==> src/rtl/pipeline_hazard_ctrl_pkg.sv <==
// Shared encodings, shadow-entry layouts and match helpers for the pipeline hazard controller.
// Forwarding-select encodings match the EX-stage operand muxes in the datapath.
package pipeline_hazard_ctrl_pkg;

    localparam logic [1:0] FWD_IDEX  = 2'b00;
    localparam logic [1:0] FWD_EXMEM = 2'b10;
    localparam logic [1:0] FWD_MEMWB = 2'b01;

    localparam int unsigned REG_W = 5;

    typedef logic [REG_W-1:0] reg_idx_t;

    typedef struct packed {
        logic     regwrite;
        logic     memread;
        reg_idx_t dest;
    } dst_info_t;

    // Nothing downstream of WB cares whether the retiring instruction was a load.
    typedef struct packed {
        logic     regwrite;
        reg_idx_t dest;
    } wb_info_t;

    typedef struct packed {
        reg_idx_t rs;
        reg_idx_t rt;
        logic     use_rs;
        logic     use_rt;
    } src_info_t;

    typedef struct packed {
        dst_info_t dst;
        src_info_t src;
    } ex_info_t;

    // $0 is hard-wired, so a write to it can never satisfy a read.
    function automatic logic reg_match(input logic     valid,
                                       input logic     regwrite,
                                       input reg_idx_t dest,
                                       input reg_idx_t src,
                                       input logic     use_src);
        return valid & regwrite & (dest != '0) & (dest == src) & use_src;
    endfunction

    function automatic logic [1:0] fwd_pick(input logic mem_hit, input logic wb_hit);
        if (mem_hit) begin
            return FWD_EXMEM;
        end
        if (wb_hit) begin
            return FWD_MEMWB;
        end
        return FWD_IDEX;
    endfunction

endpackage

==> src/rtl/hazard_shadow_stage.sv <==
// One shadow-scoreboard entry: a valid bit plus a payload that advances with the pipeline.
// A bubble loads the slot as invalid while still capturing the payload.
module hazard_shadow_stage #(
    parameter int unsigned W = 7
) (
    input  logic         Clk,
    input  logic         Reset,
    input  logic         i_load,
    input  logic         i_bubble,
    input  logic         i_valid,
    input  logic [W-1:0] i_data,
    output logic         o_valid,
    output logic [W-1:0] o_data
);

    logic         r_valid;
    logic [W-1:0] r_data;

    always_ff @(posedge Clk) begin
        if (Reset) begin
            r_valid <= 1'b0;
            r_data  <= '0;
        end else if (i_load) begin
            r_valid <= i_valid & ~i_bubble;
            r_data  <= i_data;
        end
    end

    assign o_valid = r_valid;
    assign o_data  = r_data;

endmodule

==> src/rtl/pipeline_hazard_ctrl.sv <==
// Hazard/sequencing controller for the 5-stage MIPS pipeline: stalls, flushes, EX forwarding
// selects and saturating stall/flush counters, driven from a shadow scoreboard of EX/MEM/WB.
module pipeline_hazard_ctrl
    import pipeline_hazard_ctrl_pkg::*;
#(
    parameter bit          FORWARD_EN    = 1'b1,
    parameter bit          RF_WRITE_THRU = 1'b1,
    parameter int unsigned CNT_W         = 32
) (
    input  logic             Clk,
    input  logic             Reset,
    input  logic             id_valid,
    input  logic [4:0]       id_rs,
    input  logic [4:0]       id_rt,
    input  logic             id_use_rs,
    input  logic             id_use_rt,
    input  logic             id_regwrite,
    input  logic             id_memread,
    input  logic [4:0]       id_writereg,
    input  logic             mem_br_taken,
    output logic             pc_write_en,
    output logic             ifid_write_en,
    output logic             ifid_flush,
    output logic             idex_bubble,
    output logic             exmem_flush,
    output logic [1:0]       fwd_a_sel,
    output logic [1:0]       fwd_b_sel,
    output logic [CNT_W-1:0] stall_cnt,
    output logic [CNT_W-1:0] flush_cnt
);

    localparam logic [CNT_W-1:0] CntOne = CNT_W'(1);

    ex_info_t  w_id_info;
    ex_info_t  w_ex_info;
    dst_info_t w_mem_info;
    wb_info_t  w_wb_next;
    wb_info_t  w_wb_info;
    logic      w_ex_valid;
    logic      w_mem_valid;
    logic      w_wb_valid;

    logic w_ex_hit_rs, w_ex_hit_rt;
    logic w_mem_hit_rs, w_mem_hit_rt;
    logic w_wb_hit_rs, w_wb_hit_rt;
    logic w_load_use;
    logic w_raw_ilk;
    logic w_raw_wb;
    logic w_stall;
    logic w_fa_mem, w_fa_wb, w_fb_mem, w_fb_wb;

    logic [CNT_W-1:0] r_stall_cnt;
    logic [CNT_W-1:0] r_flush_cnt;

    always_comb begin
        w_id_info.dst.regwrite = id_regwrite;
        w_id_info.dst.memread  = id_memread;
        w_id_info.dst.dest     = id_writereg;
        w_id_info.src.rs       = id_rs;
        w_id_info.src.rt       = id_rt;
        w_id_info.src.use_rs   = id_use_rs;
        w_id_info.src.use_rt   = id_use_rt;
        w_wb_next.regwrite     = w_mem_info.regwrite;
        w_wb_next.dest         = w_mem_info.dest;
    end

    hazard_shadow_stage #(.W($bits(ex_info_t))) u_ex_stage (
        .Clk      (Clk),
        .Reset    (Reset),
        .i_load   (1'b1),
        .i_bubble (w_stall | mem_br_taken),
        .i_valid  (id_valid),
        .i_data   (w_id_info),
        .o_valid  (w_ex_valid),
        .o_data   (w_ex_info)
    );

    hazard_shadow_stage #(.W($bits(dst_info_t))) u_mem_stage (
        .Clk      (Clk),
        .Reset    (Reset),
        .i_load   (1'b1),
        .i_bubble (mem_br_taken),
        .i_valid  (w_ex_valid),
        .i_data   (w_ex_info.dst),
        .o_valid  (w_mem_valid),
        .o_data   (w_mem_info)
    );

    hazard_shadow_stage #(.W($bits(wb_info_t))) u_wb_stage (
        .Clk      (Clk),
        .Reset    (Reset),
        .i_load   (1'b1),
        .i_bubble (1'b0),
        .i_valid  (w_mem_valid),
        .i_data   (w_wb_next),
        .o_valid  (w_wb_valid),
        .o_data   (w_wb_info)
    );

    always_comb begin
        w_ex_hit_rs  = reg_match(w_ex_valid, w_ex_info.dst.regwrite, w_ex_info.dst.dest,
                                 id_rs, id_use_rs);
        w_ex_hit_rt  = reg_match(w_ex_valid, w_ex_info.dst.regwrite, w_ex_info.dst.dest,
                                 id_rt, id_use_rt);
        w_mem_hit_rs = reg_match(w_mem_valid, w_mem_info.regwrite, w_mem_info.dest,
                                 id_rs, id_use_rs);
        w_mem_hit_rt = reg_match(w_mem_valid, w_mem_info.regwrite, w_mem_info.dest,
                                 id_rt, id_use_rt);
        w_wb_hit_rs  = reg_match(w_wb_valid, w_wb_info.regwrite, w_wb_info.dest,
                                 id_rs, id_use_rs);
        w_wb_hit_rt  = reg_match(w_wb_valid, w_wb_info.regwrite, w_wb_info.dest,
                                 id_rt, id_use_rt);

        w_load_use = (w_ex_hit_rs | w_ex_hit_rt) & w_ex_info.dst.memread;
        w_raw_ilk  = 1'b0;
        w_raw_wb   = 1'b0;
        if (!FORWARD_EN) begin
            w_raw_ilk = w_ex_hit_rs | w_ex_hit_rt | w_mem_hit_rs | w_mem_hit_rt;
        end
        if (!RF_WRITE_THRU) begin
            w_raw_wb = w_wb_hit_rs | w_wb_hit_rt;
        end
        // A taken branch flushes the consumer, so its stall is moot.
        w_stall = (w_load_use | w_raw_ilk | w_raw_wb) & id_valid & ~mem_br_taken;
    end

    always_comb begin
        w_fa_mem = w_ex_valid & ~w_mem_info.memread &
                   reg_match(w_mem_valid, w_mem_info.regwrite, w_mem_info.dest,
                             w_ex_info.src.rs, w_ex_info.src.use_rs);
        w_fb_mem = w_ex_valid & ~w_mem_info.memread &
                   reg_match(w_mem_valid, w_mem_info.regwrite, w_mem_info.dest,
                             w_ex_info.src.rt, w_ex_info.src.use_rt);
        w_fa_wb  = w_ex_valid &
                   reg_match(w_wb_valid, w_wb_info.regwrite, w_wb_info.dest,
                             w_ex_info.src.rs, w_ex_info.src.use_rs);
        w_fb_wb  = w_ex_valid &
                   reg_match(w_wb_valid, w_wb_info.regwrite, w_wb_info.dest,
                             w_ex_info.src.rt, w_ex_info.src.use_rt);
        fwd_a_sel = FWD_IDEX;
        fwd_b_sel = FWD_IDEX;
        if (FORWARD_EN) begin
            fwd_a_sel = fwd_pick(w_fa_mem, w_fa_wb);
            fwd_b_sel = fwd_pick(w_fb_mem, w_fb_wb);
        end
    end

    always_comb begin
        pc_write_en   = ~w_stall;
        ifid_write_en = ~w_stall;
        ifid_flush    = mem_br_taken;
        idex_bubble   = w_stall | mem_br_taken;
        exmem_flush   = mem_br_taken;
    end

    always_ff @(posedge Clk) begin
        if (Reset) begin
            r_stall_cnt <= '0;
            r_flush_cnt <= '0;
        end else begin
            if (w_stall && (r_stall_cnt != '1)) begin
                r_stall_cnt <= r_stall_cnt + CntOne;
            end
            if (mem_br_taken && (r_flush_cnt != '1)) begin
                r_flush_cnt <= r_flush_cnt + CntOne;
            end
        end
    end

    assign stall_cnt = r_stall_cnt;
    assign flush_cnt = r_flush_cnt;

endmodule
==> config.mk <==
export PLATFORM = sky130hd
export DESIGN_NAME = pipeline_hazard_ctrl
export DESIGN_NICKNAME = d
export VERILOG_FILES = /design/src/rtl/pipeline_hazard_ctrl_pkg.sv /design/src/rtl/hazard_shadow_stage.sv /design/src/rtl/pipeline_hazard_ctrl.sv
export SDC_FILE = /design/constraint.sdc
export NUM_CORES = 1
export LEC_CHECK = 0
export CAP_MARGIN = 20
export CORE_ASPECT_RATIO = 0.9
export CORE_MARGIN = 8
export CORE_UTILIZATION = 35
export CTS_CLUSTER_DIAMETER = 100
export DETAILED_ROUTE_END_ITERATION = 10
export PLACE_DENSITY = 0.62
export SLEW_MARGIN = 0
export SYNTH_ARGS = -nofsm -noshare
export SYNTH_HDL_FRONTEND = slang
export SYNTH_SLANG_ARGS = --single-unit
==> constraint.sdc <==
create_clock -name Clk -period 3 [get_ports Clk]
set_input_delay 0.6 -clock Clk [delete_from_list [all_inputs] [get_ports Clk]]
set_output_delay 0.6 -clock Clk [all_outputs]
set_load 0.02 [all_outputs]
# Word-level counts from Yosys, hierarchy flattened
# Cells that the tools add are included.
# W data, S select, Z words.
[op_classes]
n_eq_ne = 8
bitwise_logic = 34
addsub = 2
n_mux = 14
reduce_logical = 5
[ops]
columns = ["op", "count"]
rows = [
  ["$add A32 B1 Y32 const B", 2],
  ["$ne A32 B32 Y1 const B", 2],
  ["$eq A5 B5 Y1", 6],
  ["$and A1 B1 Y1", 28],
  ["$mux W2", 8],
  ["$reduce_bool A5 Y1", 3],
  ["$mux W1", 6],
  ["$not A1 Y1", 4],
  ["$logic_and A1 B1 Y1", 2],
  ["$or A1 B1 Y1", 2],
]
[totals]
out_inout_bits = 73
regBits = 99
wordCells = 71

# Depth between registers and ports, before layout
# Gate-level depths: netlist (run 1).
[depth]
ltp_word = 11
ltp_mapped = 8
depth_no_buf = 7

# Hierarchy
# From an unflattened synthesis (run 1), not the netlist that was laid out.
[unflattened]
cells_unflattened = 542
hier_area_um2 = 4825.9
[by_module_without_submodules]
columns = ["mod", "cells_per_inst", "instances", "area_each_um2"]
rows = [
  ["pipeline_hazard_ctrl", 427, 1, 3557.2],
  ["hazard_shadow_stage at u_ex_stage", 65, 1, 718.2],
  ["hazard_shadow_stage at u_mem_stage", 27, 1, 294.0],
  ["hazard_shadow_stage at u_wb_stage", 23, 1, 256.5],
]

# Worst setup path after synthesis (run 1)
# No wires, ideal clock.
[synth_path]
kind = "input port to output port"
start = "input id_rs[0]"
end = "output pc_write_en"
n_path_buf = 3
required_ns = 2.400
slack_ns = 0.215
arrival_time_ns = 2.185
path_stages = 8
path_cell_list = "xnor2_1 nand4_1 o22ai_1 clkbuf_1 buf_1 nand2_1 or2_2 buf_4"
[synth_between]
elab_chain_len = 8
[synth_rtl]
columns = ["item", "line", "source"]
rows = [
  ["start: declaration", "pipeline_hazard_ctrl.sv:13", "input logic [4:0] id_rs,"],
  ["$eq A5 B5 Y1", "pipeline_hazard_ctrl_pkg.sv:43", "return valid & regwrite & (dest != '0) & (dest == src) & use_src;"],
  ["$and A1 B1 Y1 (2 in a row)", "pipeline_hazard_ctrl_pkg.sv:43", ""],
  ["$or A1 B1 Y1", "pipeline_hazard_ctrl.sv:114", "w_load_use = (w_ex_hit_rs | w_ex_hit_rt) & w_ex_info.dst.memread;"],
  ["$and A1 B1 Y1", "pipeline_hazard_ctrl.sv:114", ""],
  ["$and A1 B1 Y1 (2 in a row)", "pipeline_hazard_ctrl.sv:124", "w_stall = (w_load_use | w_raw_ilk | w_raw_wb) & id_valid & ~mem_br_taken;"],
  ["$not A1 Y1", "n/a", ""],
  ["end: declaration", "pipeline_hazard_ctrl.sv:21", "output logic pc_write_en,"],
]
# Every way passes these cells.

# Final worst setup path (run 1)
[layout_path]
start = "input id_rs[0]"
end = "output pc_write_en"
[layout_between]
elab_chain_len = 8
[layout_rtl]
columns = ["item", "line", "source"]
rows = [
  ["$eq A5 B5 Y1", "pipeline_hazard_ctrl_pkg.sv:43", ""],
  ["$and A1 B1 Y1 (2 in a row)", "pipeline_hazard_ctrl_pkg.sv:43", ""],
  ["$or A1 B1 Y1", "pipeline_hazard_ctrl.sv:114", ""],
  ["$and A1 B1 Y1", "pipeline_hazard_ctrl.sv:114", ""],
  ["$and A1 B1 Y1 (2 in a row)", "pipeline_hazard_ctrl.sv:124", ""],
  ["$not A1 Y1", "pipeline_hazard_ctrl.sv:149", "pc_write_en = ~w_stall;"],
]
# Every way passes these cells.

==> flow_metrics.tcl, run 1 <==
set metrics [dict create \
    synth_cell_type_count 44 \
    grt_pass1_vias 3794 \
    initial_core_util_pct 35.7 \
    die_x_microns 136 \
    holdWs_ns 0.468 \
    yosys-top-cells-area "dfxtp_1 44%, xnor2_1 7.2%, xor2_1 6.0%" \
    yosysWarnings 0 \
    worstPathArrival_ns 2.30 \
    use_met3_pct 4.84 \
    finalMaxSlewViolations 0 \
    hold_viol 0 \
    netlist_instances 510 \
    viasPerCell 5.07 \
    crit_type "primary input to primary output" \
    power_switching_share_pct 20.7 \
    synth_edf_count 0 \
    htreeDepth 3 \
    cp.required_ns 2.40 \
    use_met1_pct 17.5 \
    p_sw_mw 0.590 \
    irDropWorstVdd_v 0.000401 \
    num_vias 3911 \
    tns_ns 0 \
    async_flop_share_pct 0 \
    nFillCells 1222 \
    clockPowerShare_pct 46.8 \
    cts_made_buffers 9 \
    clk_pin_slew_ns 0.07 \
    hold_path_class "flip-flop to flip-flop" \
    finalCriticalPeriod_ns 2.90 \
    skew_ns 0.00604 \
    gr-total-overflow 0 \
    drive_gt1_share_pct 5.92 \
    drt_iter0_drc 237 \
    period_share_pct 96.8 \
    synth_top_area_share_pct 43.9 \
    clockBufferDepth 2 \
    fmax_mhz 344 \
    start_kind "primary input" \
    worst_pin_slew_ns 0.766 \
    synth_top_flop_cell "dfxtp_1" \
    yosys.area.top_type "dfxtp_1" \
    setup_viol 0 \
    use_met2_pct 22.1 \
    gp_congestion 0.821 \
    synthesis.area_sq_um 4520 \
    grt_max_degree 51 \
    ys_ff_latch 99 \
    hpwl_microns 8570 \
    antennaDiodeCount 0 \
    drc 0 \
    fp-row-count 39 \
    status "finished clean" \
    die_h_microns 124 \
    cts-root-buf "clkbuf_16" \
    p_leak_nw 2.10 \
    post_drt_wl_per_cell_microns 14.9 \
    setup.worst_path.end_class "primary output" \
    grt_busiest_layer "met2" \
    final_common_cell "dfxtp_1" \
    avgSynthCellArea_sq_um 8.86 \
    routed_wl_microns 11500 \
    grt_first_pass_wirelength_microns 18900 \
    drv_cap 0 \
    p_int_mw 2.26 \
    antenna_left 0 \
    grt_use_total_pct 14.0 \
    antenna_found_initial 0 \
    maxSlewHeadroom_pct 48.8 \
    seq_area_frac_synth_pct 43.9 \
    io_pins 96 \
    clk_latency_ns 0.34 \
    cts.sinks 99 \
    power.share.combinational_pct 5.3 \
    fin_nets 628 \
    path_max_fanout 3 \
    pwr-share-seq_pct 47.9 \
    drt-pass1-iter-count 4 \
    p_per_area_nw_per_um2 474 \
    design.core.area_sq_um 12600 \
    syn_to_final_growth_pct 33.1 \
    mostFrequentLayoutCells "99 x dfxtp_1, 90 x clkdlybuf4s50_1, 54 x nor2_1, 37 x xnor2_1, 37 x nor2b_1" \
    cts_tree "yes" \
    rsz0062_at_grt "no" \
    synth_nets 535 \
    port_buffers 95 \
    die-area_sq_um 16800 \
]
-- cell usage after synthesis, drive strengths merged (13+ instances only) --
| master | count |
|---|---|
| nand3 | 15 |
| nor2 | 54 |
| nand2 | 30 |
| nand4 | 35 |
| nor2b | 37 |
| or3 | 18 |
| clkbuf | 16 |
| xnor2 | 37 |
| o21ai | 20 |
| and3 | 13 |
| dfxtp | 99 |
| xor2 | 31 |
| a21oi | 22 |
-- repair_timing --
action,CTS,global route
pin swaps,0,1
resized for setup,4,2
endpoints found under the setup margin,3,4
endpoints found under the hold margin,0,0
hold buffers,0,0
buffers inserted,0,1
-- layer usage --
metal  up-vias  part of all wire (%)
met5         -                     0
met4         0                   1.4
met3        14                   6.6
met2        82                    45
met1      1833                    46
li1       1982                     -
-- path summary, 6_finish.rpt --
path	startpoint	endpoint	slack, ns	cells after the start
min reg2reg	u_mem_stage.o_data[6]$_SDFF_PP0_	u_wb_stage.o_data[5]$_SDFF_PP0_	0.47	1
min	u_mem_stage.o_data[6]$_SDFF_PP0_	u_wb_stage.o_data[5]$_SDFF_PP0_	0.47	1
max reg2reg	u_ex_stage.o_data[12]$_SDFF_PP0_	stall_cnt[30]$_SDFFE_PP0P_	0.53	8
max	id_rs[0]	pc_write_en	0.1	7
-- cell families after synthesis --
kind of cell	share of synthesized area, %
flip-flops	43.9
buffers and inverters	3.16
multiplexers	0.693
XOR/XNOR	13.2
AND/OR/NAND/NOR	31.3
adder cells (fa/ha/maj)	0.554
AO/OA/AOI/OAI	7.23
-- registers in the layout, summed over array words and instances, names as in the netlist --
register             cells
flush_cnt               32
stall_cnt               32
u_ex_stage.o_data       19
u_mem_stage.o_data       7
u_wb_stage.o_data        6
u_ex_stage.o_valid       1
u_mem_stage.o_valid      1
u_wb_stage.o_valid       1
-- per-stage QoR --
stage | instance area [sq um] | power [mW] | cells | util, % | worst slack [ns]
2_1_floorplan | 4520 | 1.48 | 510 | - | 0.215
3_3_place_gp | 5650 | 1.54 | 755 | 44.7 | -0.206
3_5_place_dp | 5650 | 1.55 | 755 | 44.7 | -0.249
4_1_cts | 6000 | 2.89 | 771 | 47.5 | 0.0370
5_1_grt | 6010 | 2.96 | 772 | 47.6 | 0.00783
6_report | 6010 | 2.85 | 772 | 47.6 | 0.0966
-- power by group through the flow --
| stage | combinational, mW | sequential, mW | clock [mW] |
|---|---|---|---|
| detailed placement | 0.152 | 1.39 | 0 |
| floorplan | 0.0865 | 1.39 | 0 |
| CTS | 0.153 | 1.36 | 1.38 |
| global placement | 0.148 | 1.39 | 0 |
| global route | 0.166 | 1.37 | 1.43 |
| finish | 0.151 | 1.36 | 1.33 |
-- critical path, cell delays in order --
cell and delay [ns]:
clkdlybuf4s50_1 0.48, xnor2_1 0.12, nand4_1 0.14, o22ai_2 0.20
nand2_1 0.13, or2_2 0.29, dlygate4sd2_1 0.33
-- final cells by class --
cell class	instances	area [sq um]	area share, %
flip-flops and latches	99	1980	33.0
inverters	7	26.3	0.437
clock inverters	6	113	1.87
multi-input cells	379	2400	39.9
well taps	164	205	3.41
clock buffers	10	239	3.98
repair buffers	107	1050	17.4
No activity file was read; power rests on OpenSTA's default activity.
==> run 2, diff against run 1 <==
SKIP_CTS_REPAIR_TIMING = 1   (was default)
clock period = 2.7 ns   (was 3 ns; I/O delays follow)
==> flow_metrics.tcl, run 2 (same netlist as run 1, synthesis figures left out) <==
set metrics [dict create \
    status "finished clean" \
    grt_max_degree 47 \
    fin_area_sq_um 5980 \
    antenna_left 0 \
    placed_cell_area_sq_um 5660 \
    start_kind "primary input" \
    cts.sinks 99 \
    cts_made_buffers 9 \
    io_pins 96 \
    antenna_found_initial 0 \
    p_int_mw 2.21 \
    grt_first_pass_wirelength_microns 18900 \
    grt_use_total_pct 13.9 \
    hpwl_microns 8630 \
    pwr-share-seq_pct 51.9 \
    fmax_mhz 380 \
    p_sw_mw 0.702 \
    worstPathArrival_ns 2.09 \
    final_common_cell "dfxtp_1" \
    period_share_pct 97.5 \
    skew_ns 0.00822 \
    htreeDepth 3 \
    initial_core_util_pct 35.7 \
    power.share.combinational_pct 5.8 \
    path_cells "clkdlybuf4s50_1, xnor2_1, nand4_1, o22ai_2, nand2_2, or2_2, buf_2" \
    antennaDiodeCount 0 \
    port_buffers 95 \
    worst_pin_slew_ns 0.848 \
    tns_ns 0 \
    finalCriticalPeriod_ns 2.63 \
    worstPathBufferInverterCount 2 \
    die-area_sq_um 16800 \
    finalMaxSlewViolations 0 \
    cts-root-buf "clkbuf_16" \
    cp.required_ns 2.16 \
    critPathTopFamily "buffers and inverters" \
    num_vias 3903 \
    final_util_pct 47.3 \
    syn_to_final_growth_pct 32.4 \
    path_max_fanout 3 \
    dp.cells 757 \
    fp-row-count 39 \
    hold_viol 0 \
    clockBufferDepth 2 \
    rsz0062_at_grt "yes" \
    irDropWorstVdd_v 0.000295 \
    die_h_microns 124 \
    hold_path_class "flip-flop to flip-flop" \
    cts_tree "yes" \
    clockPowerShare_pct 42.3 \
    drc 0 \
    maxSlewHeadroom_pct 43.4 \
    clk_latency_ns 0.35 \
    dp_slack_ns -0.400 \
    die_x_microns 136 \
    drt-pass1-iter-count 5 \
    slowest_stage "clkdlybuf4s50_1" \
    p_leak_nw 2.14 \
    crit_type "primary input to primary output" \
    slowest_delay_ns 0.49 \
    drt_iter0_drc 187 \
    viasPerCell 5.05 \
    power_switching_share_pct 24.1 \
    p_per_area_nw_per_um2 488 \
    drive_gt1_share_pct 7.06 \
    fin_nets 629 \
    routed_wl_microns 11600 \
    grt_pass1_vias 3755 \
    setup_viol 0 \
    setup.worst_path.end_class "primary output" \
    post_drt_wl_per_cell_microns 15.0 \
    clk_pin_slew_ns 0.07 \
    drv_cap 0 \
    mostFrequentLayoutCells "99 x dfxtp_1, 85 x clkdlybuf4s50_1, 54 x nor2_1, 37 x xnor2_1, 37 x nor2b_1" \
    gr-total-overflow 0 \
    worst_slack_ns 0.0674 \
    design.core.area_sq_um 12600 \
    gp_congestion 0.820 \
    final_cells 773 \
]
[run 2: power by group through the flow]
stage	logic (mW)	registers, mW	clock network (mW)
after CTS	0.168	1.51	1.29
final	0.168	1.51	1.24
after detailed placement	0.168	1.55	0
after floorplan	0.0961	1.54	0
after global placement	0.164	1.55	0
after global routing	0.186	1.52	1.34
[run 2: path summary, 6_finish.rpt]
| kind | from | endpoint | slack [ns] | cells past startpoint |
|---|---|---|---|---|
| worst min register to register | u_mem_stage.o_data[6]$_SDFF_PP0_ | u_wb_stage.o_data[5]$_SDFF_PP0_ | 0.46 | 1 |
| worst max-delay path | id_rs[0] | pc_write_en | 0.07 | 7 |
| worst max register to register | u_ex_stage.o_data[14]$_SDFF_PP0_ | stall_cnt[30]$_SDFFE_PP0P_ | 0.34 | 7 |
| worst min-delay path | u_mem_stage.o_data[6]$_SDFF_PP0_ | u_wb_stage.o_data[5]$_SDFF_PP0_ | 0.46 | 1 |
[run 2: worst reg2reg max path: cells and delay by family, from the launching register on]
family | cells | cell delay [ns]
AOI/OAI and AO/OA | 2 | 0.37
xor gates and xnor gates | 1 | 0.15
and+or+nand+nor | 3 | 1.13
buffers and inverters | 1 | 0.21
DFF | 1 | 0.42
[run 2: per-stage QoR]
stage / hold WS [ns] / total power [mW]
after floorplan: 0.438 / 1.64
after global placement: 0.454 / 1.71
after detailed placement: 0.454 / 1.72
after CTS: 0.466 / 2.97
after global routing: 0.483 / 3.05
final: 0.465 / 2.92
[run 2: area by class of cell]
| class | count | area (sq um) |
|---|---|---|
| clock inverters | 7 | 56.3 |
| multi-input cells | 379 | 2420 |
| repair buffers | 108 | 1070 |
| clock buffers | 9 | 225 |
| inverters | 7 | 26.3 |
| fillers | 1203 | 6660 |
| well taps | 164 | 205 |
| flip-flops and latches | 99 | 1980 |
[run 2: per-layer routing]
layer / GRT usage, % / up-vias / part of all wire (%)
li1: - / 1982 / -
met1: 17.3 / 1851 / 46
met2: 22.2 / 66 / 47
met3: 5.32 / 4 / 5.9
met4: 3.33 / 0 / 0.52
met5: 0 / - / 0
